**src/rtl/sample_expander.sv**
```systemverilog
// Interpolating expander: buffers averaged samples in a small FIFO and emits
// 2**RATIO_LOG2 linearly interpolated outputs per sample over valid/ready.
module sample_expander #(
   parameter int unsigned DATA_W     = 8,
   parameter int unsigned RATIO_LOG2 = 2,
   parameter int unsigned FIFO_DEPTH = 4
) (
   input  logic              clk_in,
   input  logic              reset,
   input  logic [DATA_W-1:0] data_in,
   input  logic              data_valid,
   output logic [DATA_W-1:0] data_out,
   output logic              data_valid_out,
   input  logic              data_ready,
   output logic              full,
   output logic              empty,
   output logic              overflow,
   output logic              busy
);

   localparam int unsigned PTR_W  = $clog2(FIFO_DEPTH);
   localparam int unsigned CNT_W  = PTR_W + 1;
   localparam int unsigned K_W    = RATIO_LOG2 + 1;
   localparam int unsigned PROD_W = DATA_W + RATIO_LOG2 + 2;
   localparam logic [K_W-1:0]   K_LAST    = K_W'(1 << RATIO_LOG2);
   localparam logic [K_W-1:0]   K_FIRST   = K_W'(1);
   localparam logic [CNT_W-1:0] CNT_FULL  = CNT_W'(FIFO_DEPTH);
   localparam logic [CNT_W-1:0] CNT_ONE   = CNT_W'(1);
   localparam logic [PTR_W-1:0] PTR_ONE   = PTR_W'(1);

   typedef enum logic {IDLE, EMIT} state_t;

   state_t            state;
   logic [DATA_W-1:0] mem [FIFO_DEPTH];
   logic [PTR_W-1:0]  wr_ptr;
   logic [PTR_W-1:0]  rd_ptr;
   logic [CNT_W-1:0]  count;
   logic [CNT_W-1:0]  count_next;
   logic [DATA_W-1:0] prev;
   logic [DATA_W-1:0] cur;
   logic [K_W-1:0]    k;
   logic [DATA_W-1:0] head;
   logic              wr_en;
   logic              pop;
   logic              xfer;
   logic              last;

   // prev + floor((cur - prev) * k / 2**RATIO_LOG2); the sum stays within
   // [prev, cur], so truncating back to DATA_W bits is exact.
   function automatic logic [DATA_W-1:0] interp(input logic [DATA_W-1:0] p,
                                                input logic [DATA_W-1:0] c,
                                                input logic [K_W-1:0]    kk);
      logic signed [DATA_W:0]   diff;
      logic signed [PROD_W-1:0] prod;
      logic signed [PROD_W-1:0] step;
      diff = signed'({1'b0, c}) - signed'({1'b0, p});
      prod = PROD_W'(diff) * signed'(PROD_W'(kk));
      step = prod >>> RATIO_LOG2;
      return DATA_W'($unsigned(step) + PROD_W'(p));
   endfunction

   always_comb begin
      head       = mem[rd_ptr];
      xfer       = data_valid_out && data_ready;
      last       = (k == K_LAST);
      wr_en      = data_valid && !full;
      pop        = !empty && ((state == IDLE) || (state == EMIT && xfer && last));
      count_next = count;
      if (wr_en && !pop) begin
         count_next = count + CNT_ONE;
      end else if (pop && !wr_en) begin
         count_next = count - CNT_ONE;
      end
   end

   always_ff @(posedge clk_in) begin
      if (wr_en) begin
         mem[wr_ptr] <= data_in;
      end
   end

   always_ff @(posedge clk_in) begin
      if (reset) begin
         state          <= IDLE;
         wr_ptr         <= '0;
         rd_ptr         <= '0;
         count          <= '0;
         full           <= 1'b0;
         empty          <= 1'b1;
         overflow       <= 1'b0;
         prev           <= '0;
         cur            <= '0;
         k              <= '0;
         data_out       <= '0;
         data_valid_out <= 1'b0;
      end else begin
         if (wr_en) begin
            wr_ptr <= wr_ptr + PTR_ONE;
         end
         if (pop) begin
            rd_ptr <= rd_ptr + PTR_ONE;
         end
         count <= count_next;
         full  <= (count_next == CNT_FULL);
         empty <= (count_next == '0);
         if (data_valid && full) begin
            overflow <= 1'b1;
         end

         case (state)
            IDLE: begin
               data_valid_out <= 1'b0;
               if (!empty) begin
                  cur            <= head;
                  k              <= K_FIRST;
                  data_out       <= interp(prev, head, K_FIRST);
                  data_valid_out <= 1'b1;
                  state          <= EMIT;
               end
            end
            EMIT: begin
               if (xfer) begin
                  if (!last) begin
                     k        <= k + K_FIRST;
                     data_out <= interp(prev, cur, k + K_FIRST);
                  end else begin
                     prev <= cur;
                     // Next group starts from the sample just finished, with no bubble.
                     if (!empty) begin
                        cur      <= head;
                        k        <= K_FIRST;
                        data_out <= interp(cur, head, K_FIRST);
                     end else begin
                        data_valid_out <= 1'b0;
                        state          <= IDLE;
                     end
                  end
               end
            end
            default: state <= IDLE;
         endcase
      end
   end

   assign busy = (state == EMIT);

endmodule

```
**config.mk**
```make
export PLATFORM = sky130hd
export DESIGN_NAME = sample_expander
export DESIGN_NICKNAME = d
export VERILOG_FILES = /design/src/rtl/sample_expander.sv
export SDC_FILE = /design/constraint.sdc
export NUM_CORES = 1
export LEC_CHECK = 0
export BUFFER_PORTS_ARGS = -buffer_cell sky130_fd_sc_hd__buf_2
export CAP_MARGIN = 20
export CORE_MARGIN = 4
export CORE_UTILIZATION = 25
export CTS_CLUSTER_DIAMETER = 80
export DETAILED_ROUTE_END_ITERATION = 10
export PLACE_DENSITY_LB_ADDON = 0.2
export SLEW_MARGIN = 20
export SYNTH_ARGS = -nofsm -noshare
export SYNTH_HDL_FRONTEND = slang
export SYNTH_SLANG_ARGS = --single-unit
```
**constraint.sdc**
```tcl
create_clock -name clk_in -period 4.8 [get_ports clk_in]
set_input_delay 0.96 -clock clk_in [delete_from_list [all_inputs] [get_ports clk_in]]
set_output_delay 0.96 -clock clk_in [all_outputs]
set_load 0.03 [all_outputs]
```
* Yosys cells after proc, flatten, opt, wreduce, memory -nomap -nowiden
Memories as Yosys holds them, arrays and structs flattened. A register that Yosys moved wholly into a read port is not among the register bits.
Cells that the tools add are included.
** Word-level totals
- Register bits after elaboration :: 39
- Latch bits :: 0
- Memory bits (writable) :: 32
- Bits in read-only memories :: 0
- Output and inout port bits :: 13
- Logic and storage cells :: 78
- Memories kept :: 1
** Operators by class
- $add $sub $neg :: 11
- Multipliers :: 1
- Div/mod/pow operators :: 0
- $lt $le $gt $ge :: 0
- Equality and inequality tests :: 7
- Shift-type cells :: 0
- Muxes and demuxes :: 27
- Bitwise logic cells :: 1
- Reductions and logical operators :: 18
** Memories
- mem :: depth 4, bits a word 8, read ports 1, clocked after memory_dff 1, write ports 1, line 34 : logic [DATA_W-1:0] mem [FIFO_DEPTH];
** Operators by type and width (count)
- $mux W8 :: 7
- $pmux W8 S2 :: 2
- $sub A8 B8 Y9 :: 3
- $add A7 B8 Y8 :: 2
- $mux W3 :: 5
- $mul A9 B4 Y10 :: 1
- $reduce_and A3 Y1 :: 3
- $add A8 B8 Y8 :: 1
- $logic_and A1 B1 Y1 :: 8
- $mux W1 :: 8
- $add A3 B1 Y3 const B :: 2
- $eq A3 B3 Y1 const B :: 2
- $pmux W3 S2 :: 1
- $add A2 B1 Y2 const B :: 2
- $logic_not A1 Y1 :: 4
- $mux W2 :: 2
- $ne A2 B1 Y1 const B :: 2
- $ne A2 B2 Y1 const B :: 2
- $pmux W1 S2 :: 2
- $logic_not A3 Y1 :: 1
- $ne A3 B3 Y1 const B :: 1
- $sub A3 B1 Y3 const B :: 1
- $reduce_and A2 Y1 :: 1
- $logic_or A1 B1 Y1 :: 1
- $not A1 Y1 :: 1

* Depth between registers and ports, before layout
- Depth after elaboration :: 9
- Gate-level depth with buffers :: 24
- Depth with buffers taken out :: 24

* Worst setup path after synthesis
Ideal clock, no wire load.
- Kind :: register to register
- Start :: reg prev[1]
- End :: reg data_out[7]
- Arrival time :: 4.744 ns
- Required time :: 4.721 ns
- Setup slack :: -0.023 ns
- Cell stages (with the launch flop) :: 24
- Path buffers :: 0
- Clock period less this slack :: 4.823 ns
- Path through :: dfxtp_1 inv_1 ha_1 nor2b_1 o21ai_0 nand2_1 xnor2_1 nor2_1 ha_1 inv_1 fa_1 inv_1 ha_1 a21o_1 a21oi_1 xnor2_1 ha_1 inv_1 nor2_1 a2111oi_0 nor3_1 xnor2_1 xnor3_1 o211ai_1
** On the way
- Word-level cells in the longest chain between the ends :: 6
- Elaborated cells between the ends (all ways) :: 9
** Ends and longest elaborated chain
- start, declared :: line 39 : logic [DATA_W-1:0] prev;
- start signal, assigned :: line 127 : prev <= cur;
- $sub A8 B8 Y9 :: line 56 : diff = signed'({1'b0, c}) - signed'({1'b0, p});
- $mul A9 B4 Y10 :: line 57 : prod = PROD_W'(diff) * signed'(PROD_W'(kk));
- $add A8 B8 Y8 :: line 59 : return DATA_W'($unsigned(step) + PROD_W'(p));
- $mux W8 :: line 123 : if (!last) begin
- $mux W8 :: line 122 : if (xfer) begin
- $pmux W8 S2 * :: line 110 : case (state)
- end signal, assigned :: line 116 : data_out <= interp(prev, head, K_FIRST);
- end signal, assigned :: line 125 : data_out <= interp(prev, cur, k + K_FIRST);
- end signal, assigned :: line 132 : data_out <= interp(cur, head, K_FIRST);
- end, declared :: line 12 : output logic [DATA_W-1:0] data_out,
Every way passes the cells marked *; elsewhere a longest branch is shown, timed or not. The select of a mux whose other input is x is not followed.
A chain may end at the register's enable or synchronous reset.

* Worst setup path after layout
- Start :: reg cur[0]
- End :: reg data_out[7]
** On the way
- Word-level cells in the longest chain between the ends :: 6
- Elaborated cells between the ends (all ways) :: 9
** Ends and longest elaborated chain
- start, declared :: line 40 : logic [DATA_W-1:0] cur;
- start signal, assigned :: line 92 : cur <= '0;
- start signal, assigned :: line 114 : cur <= head;
- start signal, assigned :: line 130 : cur <= head;
- $sub A8 B8 Y9 :: line 56
- $mul A9 B4 Y10 / $add A7 B8 Y8 (equally long branches) :: line 57, 59
- $add A8 B8 Y8 / $mux W8 (equally long branches) :: line 59, 129
- $mux W8 * :: line 123
- $mux W8 * :: line 122
- $pmux W8 S2 * :: line 110
Marks and branches as above.

==> results_tabular.tex <==
\begin{tabular}{lr}
\hline
Metric & Value \\
\hline
\multicolumn{2}{l}{\textbf{STA}} \\
Peak clock frequency supported by timing & approximately 220 MHz \\
Final number of max-transition violations & 0 \\
Hold Slack & roughly 460 ps \\
Final critical delay including setup and external delays & around 4500 ps \\
Worst-case clock skew & about 7.5 ps \\
Hold Vio Cnt, Final & 0 \\
Setup TNS & 0 ps \\
Fraction of the cycle the final worst path needs & $\sim$95\% \\
Final setup violation count & 0 \\
Rel. slew slack & 29.2\% \\
Worst Tran Pin Value & around 1100 ps \\
\multicolumn{2}{l}{\textbf{Worst setup path}} \\
CP delay by family, top & adder cells \\
Startpoint-to-endpoint class of the critical path & reg2reg \\
Data required time at the worst endpoint & between 5000 and 6000 ps \\
Worst R2R Setup Slack & $\sim$260 ps \\
Maximum net fanout on the critical path & 3 \\
Worst setup SP type & flip-flop \\
Arrival time of data at the critical path endpoint & $\sim$4800 ps \\
CP max stage cell & fa\_1 \\
Stage delay of the slowest cell on the critical path & around 530 ps \\
Cell with the most instances on the worst path & inv\_1 \\
Number of buffers and inverters on the critical path & 5 \\
Critical path endpoint category & flip-flop \\
Chain of cells forming the critical path & inv\_2 > ha\_4 > inv\_1 > fa\_2 > nand2\_2 > nand2\_1 > a211oi\_2 > nor2\_2 > and2\_1 > ha\_1 > inv\_1 > fa\_1 > inv\_1 > ha\_4 > buf\_4 > xnor2\_2 > ha\_1 > nor2\_1 > nor2\_1 > a2111oi\_4 > nor3\_2 > xnor2\_1 > xnor3\_1 > o211ai\_1 \\
\multicolumn{2}{l}{\textbf{GRT}} \\
Number of global-route vias before repair & 4065 \\
Largest net degree at the start of global routing & 41 \\
Grt ovf & 0 \\
First-pass GRT wire length & between 20000 and 25000 um \\
Initial antenna violation count & 0 \\
Global Route Usage Sum & a little over a tenth \\
\multicolumn{2}{l}{\textbf{Die}} \\
Die extent in y & about 150 um \\
FP Rows & between 50 and 60 \\
Area of the die & approximately 24000 sq um \\
Core area & approximately 21000 sq um \\
Width of the die & between 150 and 200 um \\
Number of I/O pins & 25 \\
Effective utilization at floorplan & about a quarter \\
\multicolumn{2}{l}{\textbf{Layout}} \\
Final cell area excluding filler cells & about 6600 sq um \\
Fill cell total of the finished layout & $\sim$2200 \\
FF+latch area & roughly 1800 sq um \\
Final antenna diode count & 0 \\
Final \#Nets & between 700 and 800 \\
Multi-input logic area & $\sim$3500 sq um \\
Non-filler cells, final & between 900 and 1000 \\
Area Overhead vs Synth & 22.6\% \\
Layout cell share with drive strength beyond 1 & about a fifth \\
\multicolumn{2}{l}{\textbf{Logic synthesis}} \\
Netlist area before placement & 5380 sq um \\
Average cell area after synthesis & 9.48 sq um \\
Biggest area consumer among synthesized cells & edfxtp\_1 \\
Number of cells produced by synthesis & roughly 570 \\
Most common flop cell mapped by yosys & dfxtp\_1 \\
Syn Nets & 658 \\
Portion of synthesized cell area occupied by the leading cell type & between 15 and 20\% \\
Unique masters post-synth & 57 \\
Cell types occupying the most area after synthesis & edfxtp\_1, ha\_1, dfxtp\_1, nor2\_1, xnor2\_1 \\
Post-synth EDFFs & 32 \\
Total of flip-flops plus latches after synthesis & 73 \\
Portion of the post-synthesis area used by sequential elements & around a third \\
Fraction of registers with async set/reset & 0\% \\
Synth Warn \# & 0 \\
\multicolumn{2}{l}{\textbf{Detailed routing}} \\
DRC errors left & 0 \\
WL per Instance & 13.9 um \\
Highest signal layer in the routed design & met4 \\
Remaining number of nets flagged by the antenna check after routing & 0 \\
Vias & about 4100 \\
Sum of routed wire length over all layers & around 13000 um \\
Wire length on met1 & 6150 um \\
Routed wl met3 & roughly 290 um \\
Post-detailed-route via-to-cell ratio & between 4 and 5 \\
Met2 Routed Length & approximately 6000 um \\
Number of search-and-repair iterations in the first detailed-routing pass & 4 \\
Number of DRC violations after detailed-routing iteration 0 & about 160 \\
\multicolumn{2}{l}{\textbf{Place}} \\
Cell count after placement & between 800 and 900 \\
Final GP Congestion & $\sim$0.8 \\
Standard cell area after detailed placement & slightly above 6000 sq um \\
Placed wire-length estimate after detailed placement & 10000 um \\
Quantity of I/O buffers inserted on ports & 24 \\
\multicolumn{2}{l}{\textbf{Power and ir drop}} \\
Largest voltage drop on the vdd net & between 200 and 250 uV \\
Power share of the clock group & around 16\% \\
Switching Power & between 1.5 and 2 mW \\
Sequential Power Share & $\sim$19\% \\
Cell Pwr Density & 680 nW/um\^{}2 \\
Sw Share & 43.7\% \\
Internal power of the cells & around 2.5 mW \\
Combinational share of power & approximately two thirds \\
Pleak & roughly 2.8 nW \\
\multicolumn{2}{l}{\textbf{Run}} \\
Maximum capacitance violations & 0 \\
\multicolumn{2}{l}{\textbf{Clocking}} \\
Clock-pin slew of the registers on the worst-case setup and hold paths & around 60 ps \\
CTS tree & done \\
Cell chosen for the clock root & clkbuf\_16 \\
Number of buffers created by CTS & 9 \\
CTS H-tree lvls & 3 \\
Clock Sink Count & 73 \\
Clk Latency, worst-skew pair & between 300 and 400 ps \\
Maximum root-to-sink buffer count & 2 \\
\multicolumn{2}{l}{\textbf{Outcome}} \\
Status & finished clean \\
\multicolumn{2}{l}{\textbf{Hold path}} \\
Type of the most critical hold path & reg2reg \\
\hline
\end{tabular}
==> path summary, 6_finish.rpt <==
kind	from	end	depth (start not counted)
setup reg to reg	cur[0]	data_out[7]	24
hold reg to reg	overflow	overflow	2
setup / recovery	cur[0]	data_out[7]	24
hold / removal	overflow	overflow	2
==> sequential cells by signal, summed over array words and instances, names as in the netlist, named ones only <==
name	count
busy	1
count	3
cur	8
data_out	8
data_valid_out	1
empty	1
full	1
k	3
mem	32
overflow	1
prev	8
rd_ptr	2
wr_ptr	2
==> logic make-up after synthesis <==
kind of cell	share of synthesized area, %
muxes	7.00
adders and majority gates	19.7
AOI/OAI and AO/OA	13.6
DFF	33.1
buffers and inverters	4.74
and+or+nand+nor	14.2
xor gates and xnor gates	7.74
==> layer usage <==
layer / vias to the layer above / track usage (%)
li1: 2111 / -
met1: 1896 / 14.2
met2: 36 / 18.0
met3: 13 / 2.07
met4: 0 / 3.32
met5: - / 0
==> stage by stage <==
step,util [%],worst slack (ps),power (mW)
4_1_cts,30.5,84.1,4.37
5_1_grt,31.3,-23.5,4.92
6_report,31.3,255,4.49
3_5_place_dp,28.9,-131,3.62
3_3_place_gp,28.9,-74.3,3.59
2_1_floorplan,-,71.9,2.87
==> cell usage in the layout, fill, tap and decap left out, types with 6 or more instances in the layout <==
cell type	count
buf_4	42
clkbuf_16	9
nand2_1	21
mux4_1	7
mux2i_1	17
buf_2	24
fa_1	9
xor2_1	11
a21oi_1	41
a21o_1	9
xnor2_1	29
ha_4	6
nor2b_1	11
and2_1	13
o21ai_0	12
ha_1	59
nor2_1	87
nor3_1	10
edfxtp_1	32
inv_1	49
dfxtp_1	37
==> cells in the mapped netlist (7+ instances only) <==
| cell | instances |
|---|---|
| fa_1 | 11 |
| nor2_1 | 89 |
| nand2_1 | 22 |
| edfxtp_1 | 32 |
| o21ai_0 | 15 |
| ha_1 | 67 |
| a21o_1 | 9 |
| clkbuf_1 | 8 |
| inv_1 | 52 |
| mux4_1 | 7 |
| xnor2_1 | 34 |
| a21oi_1 | 46 |
| nor3_1 | 12 |
| dfxtp_1 | 41 |
| xor2_1 | 11 |
| and2_1 | 13 |
| mux2i_1 | 17 |
| nor2b_1 | 11 |
==> worst register-to-register path: cells and delay by family, from the launching register on <==
kind / cells / cell delay (ps)
adder cells (fa/ha/maj): 6 / 1870
AO/OA/AOI/OAI: 3 / 720
AND/OR/NAND/NOR: 7 / 650
XOR/XNOR: 3 / 550
buffers and inverters: 5 / 370
flip-flops: 1 / 320
==> area by class of cell <==
type                    count  share of cell area (%)
flip-flops and latches     73                    27.1
well taps                 275                    5.21
clock inverters             7                    1.29
clock buffers               9                    3.41
multi-input cells         429                    53.5
inverters                  52                    2.96
repair buffers             66                    6.60
==> power by group through the flow <==
stage / registers (mW) / clock network, mW / logic, mW
6_report: 0.865 / 0.707 / 2.92
4_1_cts: 0.864 / 0.728 / 2.78
3_3_place_gp: 0.873 / 0 / 2.72
5_1_grt: 0.882 / 0.755 / 3.28
2_1_floorplan: 0.927 / 0 / 1.94
3_5_place_dp: 0.876 / 0 / 2.74
==> repair_timing <==
action / CTS / global route
hold buffers: 0 / 0
pin swaps: 5 / 17
setup endpoints to repair: 1 / 4
hold endpoints to repair: 0 / 0
setup buffers: 0 / 2
resized for setup: 7 / 32
No activity file was read; power rests on OpenSTA's default activity.
